`config.mk`:
```
export PLATFORM = sky130hd
export DESIGN_NAME = hazard_scoreboard
export DESIGN_NICKNAME = d
export VERILOG_FILES = /design/src/rtl/hazard_scoreboard.sv
export SDC_FILE = /design/constraint.sdc
export NUM_CORES = 1
export LEC_CHECK = 0
export BUFFER_PORTS_ARGS = -buffer_cell sky130_fd_sc_hd__buf_2
export CAP_MARGIN = 10
export CORE_MARGIN = 2
export CORE_UTILIZATION = 50
export CTS_BUF_LIST = sky130_fd_sc_hd__clkbuf_16
export CTS_CLUSTER_DIAMETER = 30
export DETAILED_ROUTE_END_ITERATION = 16
export PLACE_DENSITY = 0.67
export SLEW_MARGIN = 5
export SYNTH_ARGS = -nofsm -noshare
export SYNTH_HDL_FRONTEND = slang
export SYNTH_SLANG_ARGS = --single-unit
export TNS_END_PERCENT = 5
```
`constraint.sdc`:
```
create_clock -name clk -period 3.35 [get_ports clk]
set_input_delay 0 -clock clk [delete_from_list [all_inputs] [get_ports clk]]
set_output_delay 0 -clock clk [all_outputs]
set_load 0.02 [all_outputs]
```
`src/rtl/hazard_scoreboard.sv`:
```
// Register-file hazard scoreboard: tracks in-flight writers, raises the ID data stall and picks bypass stages.
// Optional stall performance counter is built only when HAZ_PERF_CNT_EN is defined.
module hazard_scoreboard #(
  parameter  int NSTAGE = 4,
  parameter  int LAT_W  = 3,
  localparam int AGE_W  = $clog2(NSTAGE + 1)
) (
  input  logic             clk,
  input  logic             rst,
  input  logic             id_valid,
  input  logic [4:0]       id_rs,
  input  logic [4:0]       id_rt,
  input  logic             id_rs_used,
  input  logic             id_rt_used,
  input  logic             issue,
  input  logic             issue_wr,
  input  logic [4:0]       issue_rd,
  input  logic [LAT_W-1:0] issue_lat,
  input  logic             pipe_hold,
  input  logic             flush,
  input  logic [AGE_W-1:0] flush_age,
  input  logic             wb_valid,
  input  logic [4:0]       wb_rd,
  output logic             data_stall,
  output logic [AGE_W-1:0] rs_fwd,
  output logic [AGE_W-1:0] rt_fwd,
  output logic [31:0]      stall_cnt
);

  logic [31:0]      r_pend;
  logic [LAT_W-1:0] r_cnt [32];
  logic [AGE_W-1:0] r_age [32];

  logic w_issue_load;
  logic w_rs_wait;
  logic w_rt_wait;
  logic w_rs_ready;
  logic w_rt_ready;

  // A flushed or frozen issue never reaches EX, so it must not be recorded.
  assign w_issue_load = issue & issue_wr & (issue_rd != 5'd0) & ~pipe_hold & ~flush;

  always_ff @(posedge clk) begin
    if (rst) begin
      for (int i = 0; i < 32; i++) begin
        r_pend[i] <= 1'b0;
        r_cnt[i]  <= '0;
        r_age[i]  <= '0;
      end
    end else if (!pipe_hold) begin
      // Register 0 is never loaded, so its entry stays clear after reset.
      for (int i = 1; i < 32; i++) begin
        if (w_issue_load && (issue_rd == 5'(i))) begin
          r_pend[i] <= 1'b1;
          r_cnt[i]  <= issue_lat;
          r_age[i]  <= AGE_W'(1);
        end else if (r_pend[i]) begin
          if ((flush && (r_age[i] <= flush_age)) || (wb_valid && (wb_rd == 5'(i)))) begin
            r_pend[i] <= 1'b0;
            r_cnt[i]  <= '0;
            r_age[i]  <= '0;
          end else begin
            if (r_cnt[i] != '0)
              r_cnt[i] <= r_cnt[i] - 1'b1;
            if (r_age[i] != AGE_W'(NSTAGE))
              r_age[i] <= r_age[i] + 1'b1;
          end
        end
      end
    end
  end

  assign w_rs_wait  = id_rs_used & (id_rs != 5'd0) & r_pend[id_rs] & (r_cnt[id_rs] != '0);
  assign w_rt_wait  = id_rt_used & (id_rt != 5'd0) & r_pend[id_rt] & (r_cnt[id_rt] != '0);
  assign w_rs_ready = (id_rs != 5'd0) & r_pend[id_rs] & (r_cnt[id_rs] == '0);
  assign w_rt_ready = (id_rt != 5'd0) & r_pend[id_rt] & (r_cnt[id_rt] == '0);

  // Outputs are masked while rst is high so they are quiet even before the first reset edge.
  assign data_stall = ~rst & id_valid & (w_rs_wait | w_rt_wait);
  assign rs_fwd     = (~rst & w_rs_ready) ? r_age[id_rs] : '0;
  assign rt_fwd     = (~rst & w_rt_ready) ? r_age[id_rt] : '0;

`ifdef HAZ_PERF_CNT_EN
  logic [31:0] r_stall_cnt;

  always_ff @(posedge clk) begin
    if (rst)
      r_stall_cnt <= '0;
    else if (data_stall && !pipe_hold && (r_stall_cnt != 32'hFFFF_FFFF))
      r_stall_cnt <= r_stall_cnt + 32'd1;
  end

  assign stall_cnt = r_stall_cnt;
`else
  assign stall_cnt = 32'd0;
`endif

endmodule

```
### Word-level counts from Yosys, hierarchy flattened

Memories as Yosys holds them, arrays and structs flattened.
Index checks and enable logic that the tools add are counted.

| cells by class | value |
|---|---|
| add/sub/neg operators | 62 |
| multipliers | 0 |
| div/mod/pow operators | 0 |
| order comparisons | 33 |
| equality and inequality tests | 93 |
| shifts and indexed selects | 0 |
| multiplexer cells | 1031 |
| bitwise operators | 208 |
| reductions and logical operators | 162 |

Operator list:

| kind | number |
|---|---|
| 1-bit two-way mux | 841 |
| 3-bit two-way mux | 188 |
| 1-bit bitwise OR | 187 |
| 5-bit == test, second input constant | 32 |
| 3-bit nonzero test | 33 |
| 3-bit by 1-bit adder with 3-bit output, second input constant | 31 |
| 3-bit less-or-equal comparator | 31 |
| 1-bit logical AND | 93 |
| 3-bit != test, second input constant | 31 |
| 3-bit by 1-bit subtractor with 3-bit output, second input constant | 31 |
| 5-bit by 4-bit == test with 1-bit output, second input constant | 16 |
| 5-bit by 3-bit == test with 1-bit output, second input constant | 8 |
| 1-bit logical OR | 31 |
| 5-bit by 2-bit == test with 1-bit output, second input constant | 4 |
| 1-bit bitwise AND | 18 |
| 5-bit nonzero test | 3 |
| 5-bit by 6-bit < comparator with 1-bit output, second input constant | 2 |
| 1-bit binary-select mux with 5-bit select | 2 |
| 5-bit by 1-bit == test with 1-bit output, second input constant | 2 |
| 3-bit logical NOT | 2 |
| 1-bit NOT | 3 |

| word-level totals | value |
|---|---|
| register bits after elaboration | 31 |
| bits in latches | 0 |
| bits in writable memories | 192 |
| memory bits (read-only) | 0 |
| bits of input ports | 36 |
| output and inout bits | 39 |
| word-level logic and storage cells | 1592 |
| memories kept | 2 |

Memories:

| name | depth | width | read ports | clocked after memory_dff | write ports | line | source |
|---|---|---|---|---|---|---|---|
| r_age | 32 | 3 | 33 | 0 | 32 | 32 | `logic [AGE_W-1:0] r_age [32];` |
| r_cnt | 32 | 3 | 33 | 0 | 32 | 31 | `logic [LAT_W-1:0] r_cnt [32];` |

### Longest topological paths before layout

Gate-level depths: netlist of the first run.

| depth | value |
|---|---|
| word-level depth | 12 |
| depth in mapped cells | 9 |
| gate-level depth less buffers | 8 |

### Worst setup path before layout of the first run

OpenSTA, ideal clock, no wires.

| path | value |
|---|---|
| kind | input -> register |
| from | input flush_age[1] |
| to | memory r_cnt[24][0], enable pin |
| setup time | 277 ps |
| arrival time | 2211 ps |
| data required time | 3073 ps |
| setup slack | 862 ps |
| stages | 7 |
| buffers on the path | 0 |
| cells stage by stage | inv_1 ha_1 nor2b_1 o21a_1 o21ai_0 a2111oi_2 or4_1 |

RTL lines:

| what | line | source |
|---|---|---|
| from (decl) | 21 | `input logic [AGE_W-1:0] flush_age,` |
| to (decl) | 31 |  |

==> results of run 1 <==
placed cells by master, fill, tap and decap left out, types with 18 or more instances in the layout:
master and instances:
sky130_fd_sc_hd__dfxtp_1 31, sky130_fd_sc_hd__nand2b_1 45, sky130_fd_sc_hd__o21ai_0 82, sky130_fd_sc_hd__or3_1 21, sky130_fd_sc_hd__or4_1 18, sky130_fd_sc_hd__mux4_2 76
sky130_fd_sc_hd__conb_1 32, sky130_fd_sc_hd__nand2_1 90, sky130_fd_sc_hd__buf_2 41, sky130_fd_sc_hd__buf_4 38, sky130_fd_sc_hd__o211ai_1 33, sky130_fd_sc_hd__nor3_1 33
sky130_fd_sc_hd__nand3_1 76, sky130_fd_sc_hd__a211oi_1 18, sky130_fd_sc_hd__and3_1 21, sky130_fd_sc_hd__nor2b_1 48, sky130_fd_sc_hd__nor2_1 121, sky130_fd_sc_hd__o22ai_1 50
sky130_fd_sc_hd__ha_1 217, sky130_fd_sc_hd__o21a_1 38, sky130_fd_sc_hd__a21oi_1 103, sky130_fd_sc_hd__edfxtp_1 186, sky130_fd_sc_hd__a22oi_1 36, sky130_fd_sc_hd__and2_1 35
sky130_fd_sc_hd__clkbuf_16 61, sky130_fd_sc_hd__inv_1 199
cell usage after synthesis (17+ instances only):
master,count
sky130_fd_sc_hd__and2_1,35
sky130_fd_sc_hd__ha_1,217
sky130_fd_sc_hd__o21a_1,38
sky130_fd_sc_hd__edfxtp_1,186
sky130_fd_sc_hd__nand2_1,90
sky130_fd_sc_hd__o22ai_1,50
sky130_fd_sc_hd__clkbuf_1,45
sky130_fd_sc_hd__dfxtp_1,31
sky130_fd_sc_hd__o21ai_0,82
sky130_fd_sc_hd__or4_1,18
sky130_fd_sc_hd__nor2b_1,48
sky130_fd_sc_hd__nand2b_1,45
sky130_fd_sc_hd__a22oi_1,36
sky130_fd_sc_hd__or3_1,21
sky130_fd_sc_hd__and3_1,21
sky130_fd_sc_hd__nor2_1,121
sky130_fd_sc_hd__mux4_2,76
sky130_fd_sc_hd__o31ai_1,17
sky130_fd_sc_hd__o211ai_1,33
sky130_fd_sc_hd__buf_2,28
sky130_fd_sc_hd__a21oi_1,103
sky130_fd_sc_hd__buf_4,40
sky130_fd_sc_hd__inv_1,188
sky130_fd_sc_hd__a211oi_1,18
sky130_fd_sc_hd__nand3_1,76
sky130_fd_sc_hd__nor3_1,34
stage by stage:
| step | area (µm²) | cells | hold WS, ps | utilization |
|---|---|---|---|---|
| after detailed placement | 19550 | 2433 | 380.2 | 0.5227 |
| after global placement | 19550 | 2433 | 379.8 | 0.5227 |
| final | 21590 | 2547 | 41.50 | 0.5772 |
| after global routing | 21590 | 2547 | 71.54 | 0.5772 |
| after floorplan | 19000 | 1959 | 164.4 | - |
| after CTS | 21580 | 2546 | 8.941 | 0.5770 |
worst min-delay path, cell delays in order:
cell,delay (ps)
sky130_fd_sc_hd__buf_2,170
sky130_fd_sc_hd__nor2_1,60
sky130_fd_sc_hd__buf_4,200
sky130_fd_sc_hd__nand3_1,90
sky130_fd_sc_hd__a21oi_1,60
report_power, final:
part | leakage, nW | total, mW | switching (mW) | internal [mW]
Sequential | 2.14 | 3.19 | 0.132 | 3.06
Clock | 1.01 | 5.67 | 1.69 | 3.98
Combinational | 5.64 | 1.35 | 0.843 | 0.508
Total | 8.78 | 10.2 | 2.67 | 7.55
repair_timing:
action                     CTS  global route
setup endpoints to repair    0             1
hold endpoints to repair    25             0
hold buffers                 3             0
gates resized for setup      0             1
setup buffers                0             0
worst paths after layout:
kind / from / to / slack [ps] / cells after the start
max: r_cnt[4][0] / rt_fwd[1] / 130 / 7
min reg2reg: r_pend[15] / r_pend[15] / 530 / 2
max reg2reg: r_age[31][1] / r_pend[31] / 680 / 8
min: issue_rd[3] / r_pend[3] / 40 / 5
area by class of cell:
| type | instances | share of cell area |
|---|---|---|
| sequential | 217 | 0.2875 |
| clock inverter | 49 | 0.02203 |
| multi-input combinational | 1431 | 0.5281 |
| clock buffer | 61 | 0.07071 |
| antenna | 1 | 0.0001159 |
| tap | 511 | 0.02962 |
| timing repair buffer | 87 | 0.02875 |
| inverter | 190 | 0.03315 |
cells by family (layout without fill, tap and decap cells):
logic type / Yosys count / after routing / share of synthesized area
multiplexers: 97 / 97 / 0.1037
AND/OR/NAND/NOR: 582 / 582 / 0.1645
flip-flops: 217 / 217 / 0.3287
other: 1 / 33 / 0.0001986
XOR/XNOR: 26 / 26 / 0.01206
AO/OA/AOI/OAI: 477 / 477 / 0.1732
adder cells (fa/ha/maj): 217 / 217 / 0.1438
buffers and inverters: 311 / 387 / 0.07383
flip-flops by register name, indices dropped and copies added, names as in the netlist:
register	cells
r_pend	31
r_age	93
r_cnt	93
per-layer routing:
layer  routed length [µm]  part of all wire  vias to the layer above  track usage
met4                 2951             0.049                        0       0.1523
li1                     -                 -                     7376            -
met1                23590              0.39                     7996       0.4250
met2                27110              0.45                      990       0.4894
met3                 7170              0.12                      181      0.06081
met5                    0                 0                        -            0
==> implementation parameters, run 1 <==
Parameter                              Value

Routing
  DRC violations left    0
  Routed wirelength normalized by instance count    23.88 µm
  Ratio of routed vias to standard cells    6.495
  Via count    16540
  Iteration-0 DRC count of the detailed router    1881
  First-pass iteration count of the detailed router    6
  Post-detailed-route count of antenna-violating nets    0
  Routed WL    60820 µm

Finish
  Area taken by flip-flops and latches    6206 µm²
  Area occupied by multi-input gates    11400 µm²
  Fill cell instance count of the final layout    3176
  Layout cell share with drive strength beyond 1    0.1356
  Syn-to-layout area delta    14.34%
  Number of nets at the end of the flow    2238

CTS
  Library cell used as clock root buffer    sky130_fd_sc_hd__clkbuf_16
  Worst-Skew Late Latency    600 ps
  Clock buffers created by TritonCTS    58
  Clock-pin slew reported for the worst setup and hold paths after clock tree synthesis    50 ps
  Worst-case clock buffer depth    3
  TritonCTS clock tree    yes
  Sinks on the clock net    217
  # H-tree levels    2

Placed design
  HPWL after DPL    43650 µm
  Worst slack at placement    657.4 ps
  Routability-driven placement congestion ratio    0.9477
  Buffers added on ports    42

Yosys
  Post-synthesis average cell area    9.792 µm²
  Number of enable-type register cells in the synthesized netlist    186
  Register bit total from synthesis    217
  Total of warnings raised by yosys    0
  Biggest area consumer among synthesized cells    sky130_fd_sc_hd__edfxtp_1
  Dominant synthesized flop cell    sky130_fd_sc_hd__edfxtp_1
  Number of cells produced by synthesis    1928
  Register area share after synthesis    0.3287
  Share of flip-flops with an asynchronous set or reset after synthesis    0
  Cell area after synthesis    18880 µm²
  Cell variety after synth    78
  Proportion of netlist area held by the largest area contributor    0.2958
  Top post-synthesis cells by area    sky130_fd_sc_hd__edfxtp_1 (30%), sky130_fd_sc_hd__ha_1 (14%), sky130_fd_sc_hd__mux4_2 (9.1%)

Timing
  Max Clk Rate    310.3 MHz
  RSZ-0062 raised after global routing    no
  Final-report max-slew violation count    0
  Clk_skew    12.90 ps
  Aggregate negative setup slack    0 ps
  Tcrit/Tclk final    0.9620
  Transition time of the tightest slew-check pin    1063 ps
  Min setup slack post-route    127.3 ps
  Final hold violation count    0
  Slew HR    0.2730
  Post-layout minimum cycle time    3223 ps
  Number of endpoints failing setup at the final stage    0

GRT
  Initial antenna violation count    1
  Via count of the first global-routing pass    15970
  GRT overflow    0
  Largest net degree at the start of global routing    61
  First-pass GRT wire length    93360 µm
  Overall routing resource usage    0.3159

Floorplan
  Count of pins on the block boundary    75
  Initial core utilization    0.5048
  Floorplan die height    198.3 µm
  CORE AREA    37400 µm²
  Number of cell rows    71
  Area of the die    39330 µm²
  Die outline width    198.3 µm

Critical path
  Worst path slowest cell    sky130_fd_sc_hd__nor3_1
  Family with the most delay on the worst path    compound AO/OA/AOI/OAI gates
  Crit path cell chain    nor3_1, o22ai_1, a211oi_1, a221oi_2, a311oi_1, nor2b_1, buf_2
  Number of buffer and inverter instances along the worst setup path    1
  Highest cell delay on the worst timing path    630 ps
  Crit. End Element    output pin
  Crit Path Category    flop to output pin
  Critical path data required time    3350 ps
  Maximum fanout encountered on the critical timing path    3
  CP Data Arrival Time    3220 ps
  Worst setup SP type    flop

Run status
  Result of the run    completed

Pwr
  Power, Total    10.22 mW
  PD cells    473.3 nW/µm²
  Leakage    8.781 nW
  IR Drop Worst-Case VDD    353.2 µV

Min path
  Type of the worst min-delay path    input port to flop

Run
  Reported max-cap violation count    0
Power figures use the tool's default switching activity.
==> run 2: changes to the inputs <==
--- a/config.mk
+++ b/config.mk
@@ -12,6 +12,7 @@
 export CTS_BUF_LIST = sky130_fd_sc_hd__clkbuf_16
 export CTS_CLUSTER_DIAMETER = 30
 export DETAILED_ROUTE_END_ITERATION = 16
+export GPL_TIMING_DRIVEN = 0
 export PLACE_DENSITY = 0.67
 export SLEW_MARGIN = 5
 export SYNTH_ARGS = -nofsm -noshare
==> run 2 against run 1 <==
  * Global-route usage increased by 5.3 points
  * Fmax decreased by 3.7%
  * Critical path type unchanged
  * Clock skew increased by 16 ps
  * Combinational power increased by 11%
  * Register-to-register slack got worse by 130 ps
==> implementation parameters, run 2 (synthesized netlist as in run 1, its figures left out) <==
Parameter                              Value

Pwr
  PD cells    477.1 nW/µm² (was 473.3 nW/µm²)
  IR Drop Worst-Case VDD    437.5 µV (was 353.2 µV)
  Leakage    8.955 nW (was 8.781 nW)

Critical path
  Number of buffer and inverter instances along the worst setup path    1 (unchanged)
  Worst path slowest cell    sky130_fd_sc_hd__nor4b_1 (was sky130_fd_sc_hd__nor3_1)
  Maximum fanout encountered on the critical timing path    3 (unchanged)
  Crit Reg-Reg Startpoint    r_age[20][1] (was r_age[31][1])
  Family with the most delay on the worst path    simple AND/OR/NAND/NOR gates (was compound AO/OA/AOI/OAI gates)
  Highest cell delay on the worst timing path    760 ps (was 630 ps)
  CP Data Arrival Time    3350 ps (was 3220 ps)
  Crit Path Category    flop to output pin (unchanged)
  Worst setup SP type    flop (unchanged)
  Critical path data required time    3350 ps (about the same)
  Worst setup path startpoint    r_cnt[27][2] (was r_cnt[4][0])
  Crit. End Element    output pin (unchanged)
  Crit path cell chain    nor4b_1, o41ai_1, o41ai_2, o22ai_1, nor4_2, nor3b_2, buf_2 (was nor3_1, o22ai_1, a211oi_1, a221oi_2, a311oi_1, nor2b_1, buf_2)

Routing
  Iteration-0 DRC count of the detailed router    2443 (was 1881)
  Met2 WL post-DR    30830 µm (was 27110 µm)
  Routed WL    72220 µm (was 60820 µm)
  Via count    17720 (was 16540)
  Met3 WL    10430 µm (was 7170 µm)
  Top layer in use    met5 (was met4)
  First-pass iteration count of the detailed router    7 (was 6)
  Routed wirelength normalized by instance count    27.57 µm (was 23.88 µm)
  DRC violations left    0 (unchanged)
  Routed length on met1    26380 µm (was 23590 µm)
  Post-detailed-route count of antenna-violating nets    0 (unchanged)
  Ratio of routed vias to standard cells    6.766 (was 6.495)

GRT
  Largest net degree at the start of global routing    32 (was 61)
  First-pass GRT wire length    104900 µm (was 93360 µm)
  Via count of the first global-routing pass    16790 (was 15970)
  Initial antenna violation count    5 (was 1)
  GRT overflow    0 (unchanged)
  Overall routing resource usage    0.3691 (was 0.3159)

Finish
  Final std cells w/o fill    2619 (was 2547)
  Syn-to-layout area delta    15.93% (was 14.34%)
  Number of nets at the end of the flow    2310 (was 2238)
  Biggest registers after layout    r_age (93), r_cnt (93), r_pend (31) (unchanged)
  Layout cell share with drive strength beyond 1    0.1443 (was 0.1356)
  Post-route cell area    21890 µm² (was 21590 µm²)
  Leading cell type in the layout, fill and taps excluded    sky130_fd_sc_hd__ha_1 (unchanged)
  Fill cell instance count of the final layout    3199 (was 3176)
  Commonest cells after routing, fill and taps aside    sky130_fd_sc_hd__ha_1 (217), sky130_fd_sc_hd__inv_1 (196), sky130_fd_sc_hd__edfxtp_1 (186) (was sky130_fd_sc_hd__ha_1 (217), sky130_fd_sc_hd__inv_1 (199), sky130_fd_sc_hd__edfxtp_1 (186))

CTS
  Worst-case clock buffer depth    3 (unchanged)
  Clock buffers created by TritonCTS    60 (was 58)
  Library cell used as clock root buffer    sky130_fd_sc_hd__clkbuf_16 (unchanged)
  TritonCTS clock tree    yes (unchanged)
  Clock-pin slew reported for the worst setup and hold paths after clock tree synthesis    50 ps (about the same)
  Post-CTS Setup Bufs    0 (unchanged)
  Sinks on the clock net    217 (unchanged)
  Worst-Skew Late Latency    620 ps (was 600 ps)
  # H-tree levels    2 (unchanged)

Placed design
  Dpl cells    2503 (was 2433)
  Buffers added on ports    31 (was 42)
  HPWL after DPL    52360 µm (was 43650 µm)
  Routability-driven placement congestion ratio    1.047 (was 0.9477)
  Area of placed instances    19830 µm² (was 19550 µm²)

Min path
  Type of the worst min-delay path    input port to flop (unchanged)
  Launch point of the worst hold path    issue_rd[0] (was issue_rd[3])

Floorplan
  Floorplan die height    198.3 µm (unchanged)
  Number of cell rows    71 (unchanged)
  Count of pins on the block boundary    75 (unchanged)
  Die outline width    198.3 µm (unchanged)
  Initial core utilization    0.5048 (unchanged)
  CORE AREA    37400 µm² (unchanged)
  Area of the die    39330 µm² (unchanged)

Timing
  Tcrit/Tclk final    0.9994 (was 0.9620)
  Post-layout minimum cycle time    3348 ps (was 3223 ps)
  RSZ-0062 raised after global routing    no (unchanged)
  Max Clk Rate    298.7 MHz (was 310.3 MHz)
  Clk_skew    28.71 ps (was 12.90 ps)
  Number of endpoints failing setup at the final stage    0 (unchanged)
  Transition time of the tightest slew-check pin    1365 ps (was 1063 ps)
  Final-report max-slew violation count    0 (unchanged)
  Final hold violation count    0 (unchanged)
  Slew HR    0.08311 (was 0.2730)

Run status
  Result of the run    completed (unchanged)

Run
  Reported max-cap violation count    0 (unchanged)
## run 2: worst min-delay path, cell delays in order
cell                      delay (ps)
sky130_fd_sc_hd__buf_2           210
sky130_fd_sc_hd__nor2_2          200
sky130_fd_sc_hd__nand3_1         130
sky130_fd_sc_hd__a21oi_1          60
## run 2: path summary, 6_finish.rpt
path / to / slack [ps] / depth (start not counted)
max: rs_fwd[1] / 2 / 7
min: r_pend[4] / 60 / 4
max reg2reg: r_age[20][0] / 550 / 7
min reg2reg: r_pend[20] / 520 / 2
## run 2: cell type report
class | count | area [µm²] | area share
inverter | 190 | 715.7 | 0.03270
buffer | 121 | 678.2 | 0.03099
clock buffer | 60 | 1501 | 0.06860
antenna | 1 | 2.502 | 0.0001143
tap | 511 | 639.4 | 0.02921
clock inverter | 52 | 516.7 | 0.02361
timing repair buffer | 36 | 225.2 | 0.01029
multi-input combinational | 1431 | 11400 | 0.5209
sequential | 217 | 6206 | 0.2836
## run 2: power by group
group	internal, mW	switching [mW]	leakage, nW
logic	0.531	0.969	5.79
clock network	3.97	1.79	1.02
registers	3.06	0.131	2.14
## run 2: what timing repair did
action,CTS,global route
hold endpoints to repair,2,0
resized for setup,0,1
hold buffers,3,0
setup endpoints to repair,0,1
## run 2: through the flow
step / power [mW] / setup TNS, ps / hold WS (ps) / util / setup slack (ps)
2_1_floorplan: 4.122 / 0 / 164.4 / - / 862.1
3_3_place_gp: 4.599 / -41000 / 433.9 / 0.5292 / -448.5
3_5_place_dp: 4.656 / 0 / 430.0 / 0.5302 / 298.6
4_1_cts: 10.38 / 0 / 5.345 / 0.5850 / 133.6
5_1_grt: 10.69 / 0 / 78.01 / 0.5851 / 16.30
6_report: 10.44 / 0 / 61.79 / 0.5852 / 2.095
## run 2: routing by layer
layer | track usage | up-vias
li1 | - | 7537
met1 | 0.4729 | 8543
met2 | 0.5524 | 1340
met3 | 0.1085 | 295
met4 | 0.2194 | 4
met5 | 0 | -
==> run 3: changes to the inputs <==
==> constraint.sdc (replaced) <==
create_clock -name clk -period 4 [get_ports clk]
set_input_delay 0 -clock clk [delete_from_list [all_inputs] [get_ports clk]]
set_output_delay 0 -clock clk [all_outputs]
set_load 0.02 [all_outputs]
==> run 3 against run 2 <==
  * Clock-buffer cell count stayed put
  * Critical path depth unchanged
  * Highest routed layer unchanged
  * First-iteration DRC count unchanged
  * Final cell count hardly changed
  * Register-to-register slack improved by 690 ps
  * Clock power shrank 16%
  * Non-clock buffer count is the same
  * Design area unchanged
  * Largest cell class unchanged
  * Sequential power down 16%
  * Power decreased by 16%
  * Die area did not move
  * Routed wire length about the same
==> implementation parameters, run 3 (synthesized netlist as in run 1, its figures left out) <==
Parameter                              Value

CTS
  Worst-case clock buffer depth    3 (unchanged)
  # H-tree levels    2 (unchanged)
  TritonCTS clock tree    yes (unchanged)
  Sinks on the clock net    217 (unchanged)
  Post-CTS Setup Bufs    0 (unchanged)
  Library cell used as clock root buffer    sky130_fd_sc_hd__clkbuf_16 (unchanged)
  Number of resized instances in the post-cts repair step    0 (unchanged)
  Worst-Skew Late Latency    620 ps (about the same)
  Clock-pin slew reported for the worst setup and hold paths after clock tree synthesis    50 ps (about the same)
  Clock buffers created by TritonCTS    60 (unchanged)
  Number of hold-repair buffers added at the cts stage    3 (unchanged)

Min path
  Cell depth of the worst min-delay path    4 (unchanged)
  Sink of the worst hold path    r_pend[4] (unchanged)
  Type of the worst min-delay path    input port to flop (unchanged)
  Launch point of the worst hold path    issue_rd[1] (was issue_rd[0])

Pwr
  Power, Total    8.758 mW (was 10.44 mW)
  Logic gate share of total power    0.143 (was 0.144)
  Switching part of the total    0.2772 (was 0.2763)
  Internal power component    6.330 mW (was 7.558 mW)
  IR Drop Worst-Case VDD    368.6 µV (was 437.5 µV)
  Clock Power Share    0.551 (about the same)
  Power spent charging and discharging nets    2.428 mW (was 2.885 mW)
  Relative contribution of sequential cells to total power    0.305 (was 0.306)
  PD cells    400.2 nW/µm² (was 477.1 nW/µm²)
  Leakage    8.954 nW (was 8.955 nW)

Critical path
  Worst setup SP type    flop (unchanged)
  CP Data Arrival Time    3420 ps (was 3350 ps)
  Crit. End Element    output pin (unchanged)
  Worst path slowest cell    sky130_fd_sc_hd__nor4b_1 (unchanged)
  Maximum fanout encountered on the critical timing path    3 (unchanged)
  Crit path cell chain    nor4b_1, o41ai_1, o41ai_2, o22ai_1, nor4_2, nor3b_2, buf_2 (unchanged)
  Number of buffer and inverter instances along the worst setup path    1 (unchanged)
  Minimum setup slack among reg-to-reg paths    1240 ps (was 550 ps)
  Highest cell delay on the worst timing path    810 ps (was 760 ps)
  Terminus of the critical flop-to-flop path    r_age[20][0] (unchanged)
  R2R cell count    7 (unchanged)
  Crit Path Category    flop to output pin (unchanged)
  Crit Reg-Reg Startpoint    r_age[20][1] (unchanged)
  Critical path data required time    4000 ps (was 3350 ps)
  Family with the most delay on the worst path    simple AND/OR/NAND/NOR gates (unchanged)

Routing
  Via count    17640 (was 17720)
  DRC violations left    0 (unchanged)
  Post-detailed-route count of antenna-violating nets    0 (unchanged)
  Ratio of routed vias to standard cells    6.731 (was 6.766)
  Iteration-0 DRC count of the detailed router    2443 (unchanged)
  Routed WL    72230 µm (was 72220 µm)
  First-pass iteration count of the detailed router    9 (was 7)
  Routed wirelength normalized by instance count    27.56 µm (was 27.57 µm)

Run
  Reported max-cap violation count    0 (unchanged)

Placed design
  HPWL after DPL    52360 µm (unchanged)
  Buffers added on ports    31 (unchanged)
  Routability-driven placement congestion ratio    1.047 (unchanged)
  Worst slack at placement    948.6 ps (was 298.6 ps)

GRT
  Initial antenna violation count    5 (unchanged)
  GRT overflow    0 (unchanged)
  Overall routing resource usage    0.3691 (unchanged)
  Via count of the first global-routing pass    16790 (unchanged)
  First-pass GRT wire length    104900 µm (unchanged)
  Largest net degree at the start of global routing    32 (unchanged)

Timing
  Slew HR    0.09036 (was 0.08311)
  Final-report max-slew violation count    0 (unchanged)
  Transition time of the tightest slew-check pin    1354 ps (was 1365 ps)
  Worst slack on hold paths    69.89 ps (was 61.79 ps)
  Max Clk Rate    292.3 MHz
  Tcrit/Tclk final    0.8552
  Aggregate negative setup slack    0 ps (unchanged)
  Final hold violation count    0 (unchanged)
  Min setup slack post-route    579.0 ps (was 2.095 ps)
  Post-layout minimum cycle time    3421 ps
  Number of endpoints failing setup at the final stage    0 (unchanged)
  RSZ-0062 raised after global routing    no (unchanged)
  Clk_skew    26.77 ps (was 28.71 ps)

Floorplan
  Count of pins on the block boundary    75 (unchanged)
  CORE AREA    37400 µm² (unchanged)
  Area of the die    39330 µm² (unchanged)
  Number of cell rows    71 (unchanged)
  Die outline width    198.3 µm (unchanged)
  Initial core utilization    0.5048 (unchanged)
  Floorplan die height    198.3 µm (unchanged)

Finish
  Commonest cells after routing, fill and taps aside    sky130_fd_sc_hd__ha_1 (217), sky130_fd_sc_hd__inv_1 (196), sky130_fd_sc_hd__edfxtp_1 (186) (unchanged)
  Leading cell type in the layout, fill and taps excluded    sky130_fd_sc_hd__ha_1 (unchanged)
  Syn-to-layout area delta    15.93% (unchanged)
  Number of nets at the end of the flow    2310 (unchanged)
  Biggest registers after layout    r_age (93), r_cnt (93), r_pend (31) (unchanged)
  Share of the core filled with cells    0.5852 (unchanged)
  Layout cell share with drive strength beyond 1    0.1438 (was 0.1443)

Run status
  Result of the run    completed (unchanged)
run 3: cell type report:
| type | count | area [µm²] |
|---|---|---|
| sequential | 217 | 6206 |
| buffer | 121 | 678.2 |
| tap | 511 | 639.4 |
| clock inverter | 52 | 516.7 |
| multi-input combinational | 1431 | 11400 |
| fill | 3197 | 15510 |
| timing repair buffer | 36 | 225.2 |
| clock buffer | 60 | 1501 |
| antenna | 3 | 7.507 |
| inverter | 190 | 715.7 |
run 3: how the worst max path moves through the flow:
| stage | startpoint | endpoint | slack [ps] | cells past startpoint |
|---|---|---|---|---|
| after CTS | r_cnt[27][2] | rs_fwd[0] | 780 | 7 |
| after floorplan | flush_age[1] | r_cnt[24][0] | 1510 | 7 |
| after global placement | flush_age[1] | r_cnt[8][0] | 200 | 9 |
| final | r_cnt[27][2] | rs_fwd[1] | 580 | 7 |
| after detailed placement | flush | r_age[17][1] | 950 | 7 |
| after global routing | r_cnt[4][0] | rt_fwd[2] | 660 | 7 |
run 3: power groups by stage:
stage / clock [mW] / sequential [mW] / combinational, mW
5_1_grt: 4.94 / 2.68 / 1.33
3_5_place_dp: 0 / 2.71 / 1.19
3_3_place_gp: 0 / 2.70 / 1.15
6_report: 4.83 / 2.67 / 1.26
2_1_floorplan: 0 / 2.66 / 0.791
4_1_cts: 4.82 / 2.67 / 1.21
run 3: stage by stage:
step	cell area (µm²)	cells
after CTS	21880	2618
final	21890	2621
after global routing	21880	2618
after floorplan	19000	1959
after detailed placement	19830	2503
after global placement	19790	2501
run 3: metal layers:
metal / up-vias / global-route usage / routed length, µm / part of all wire
met2: 1309 / 0.5524 / 30700 / 0.43
met4: 2 / 0.2194 / 4678 / 0.065
met5: - / 0 / 12 / 0.00017
li1: 7534 / - / - / -
met3: 311 / 0.1085 / 10620 / 0.15
met1: 8486 / 0.4729 / 26220 / 0.36
run 3: tightest hold or removal path: stages:
cell and delay (ps):
sky130_fd_sc_hd__buf_2 210, sky130_fd_sc_hd__nor2_2 200, sky130_fd_sc_hd__nand3_1 130, sky130_fd_sc_hd__a21oi_1 70
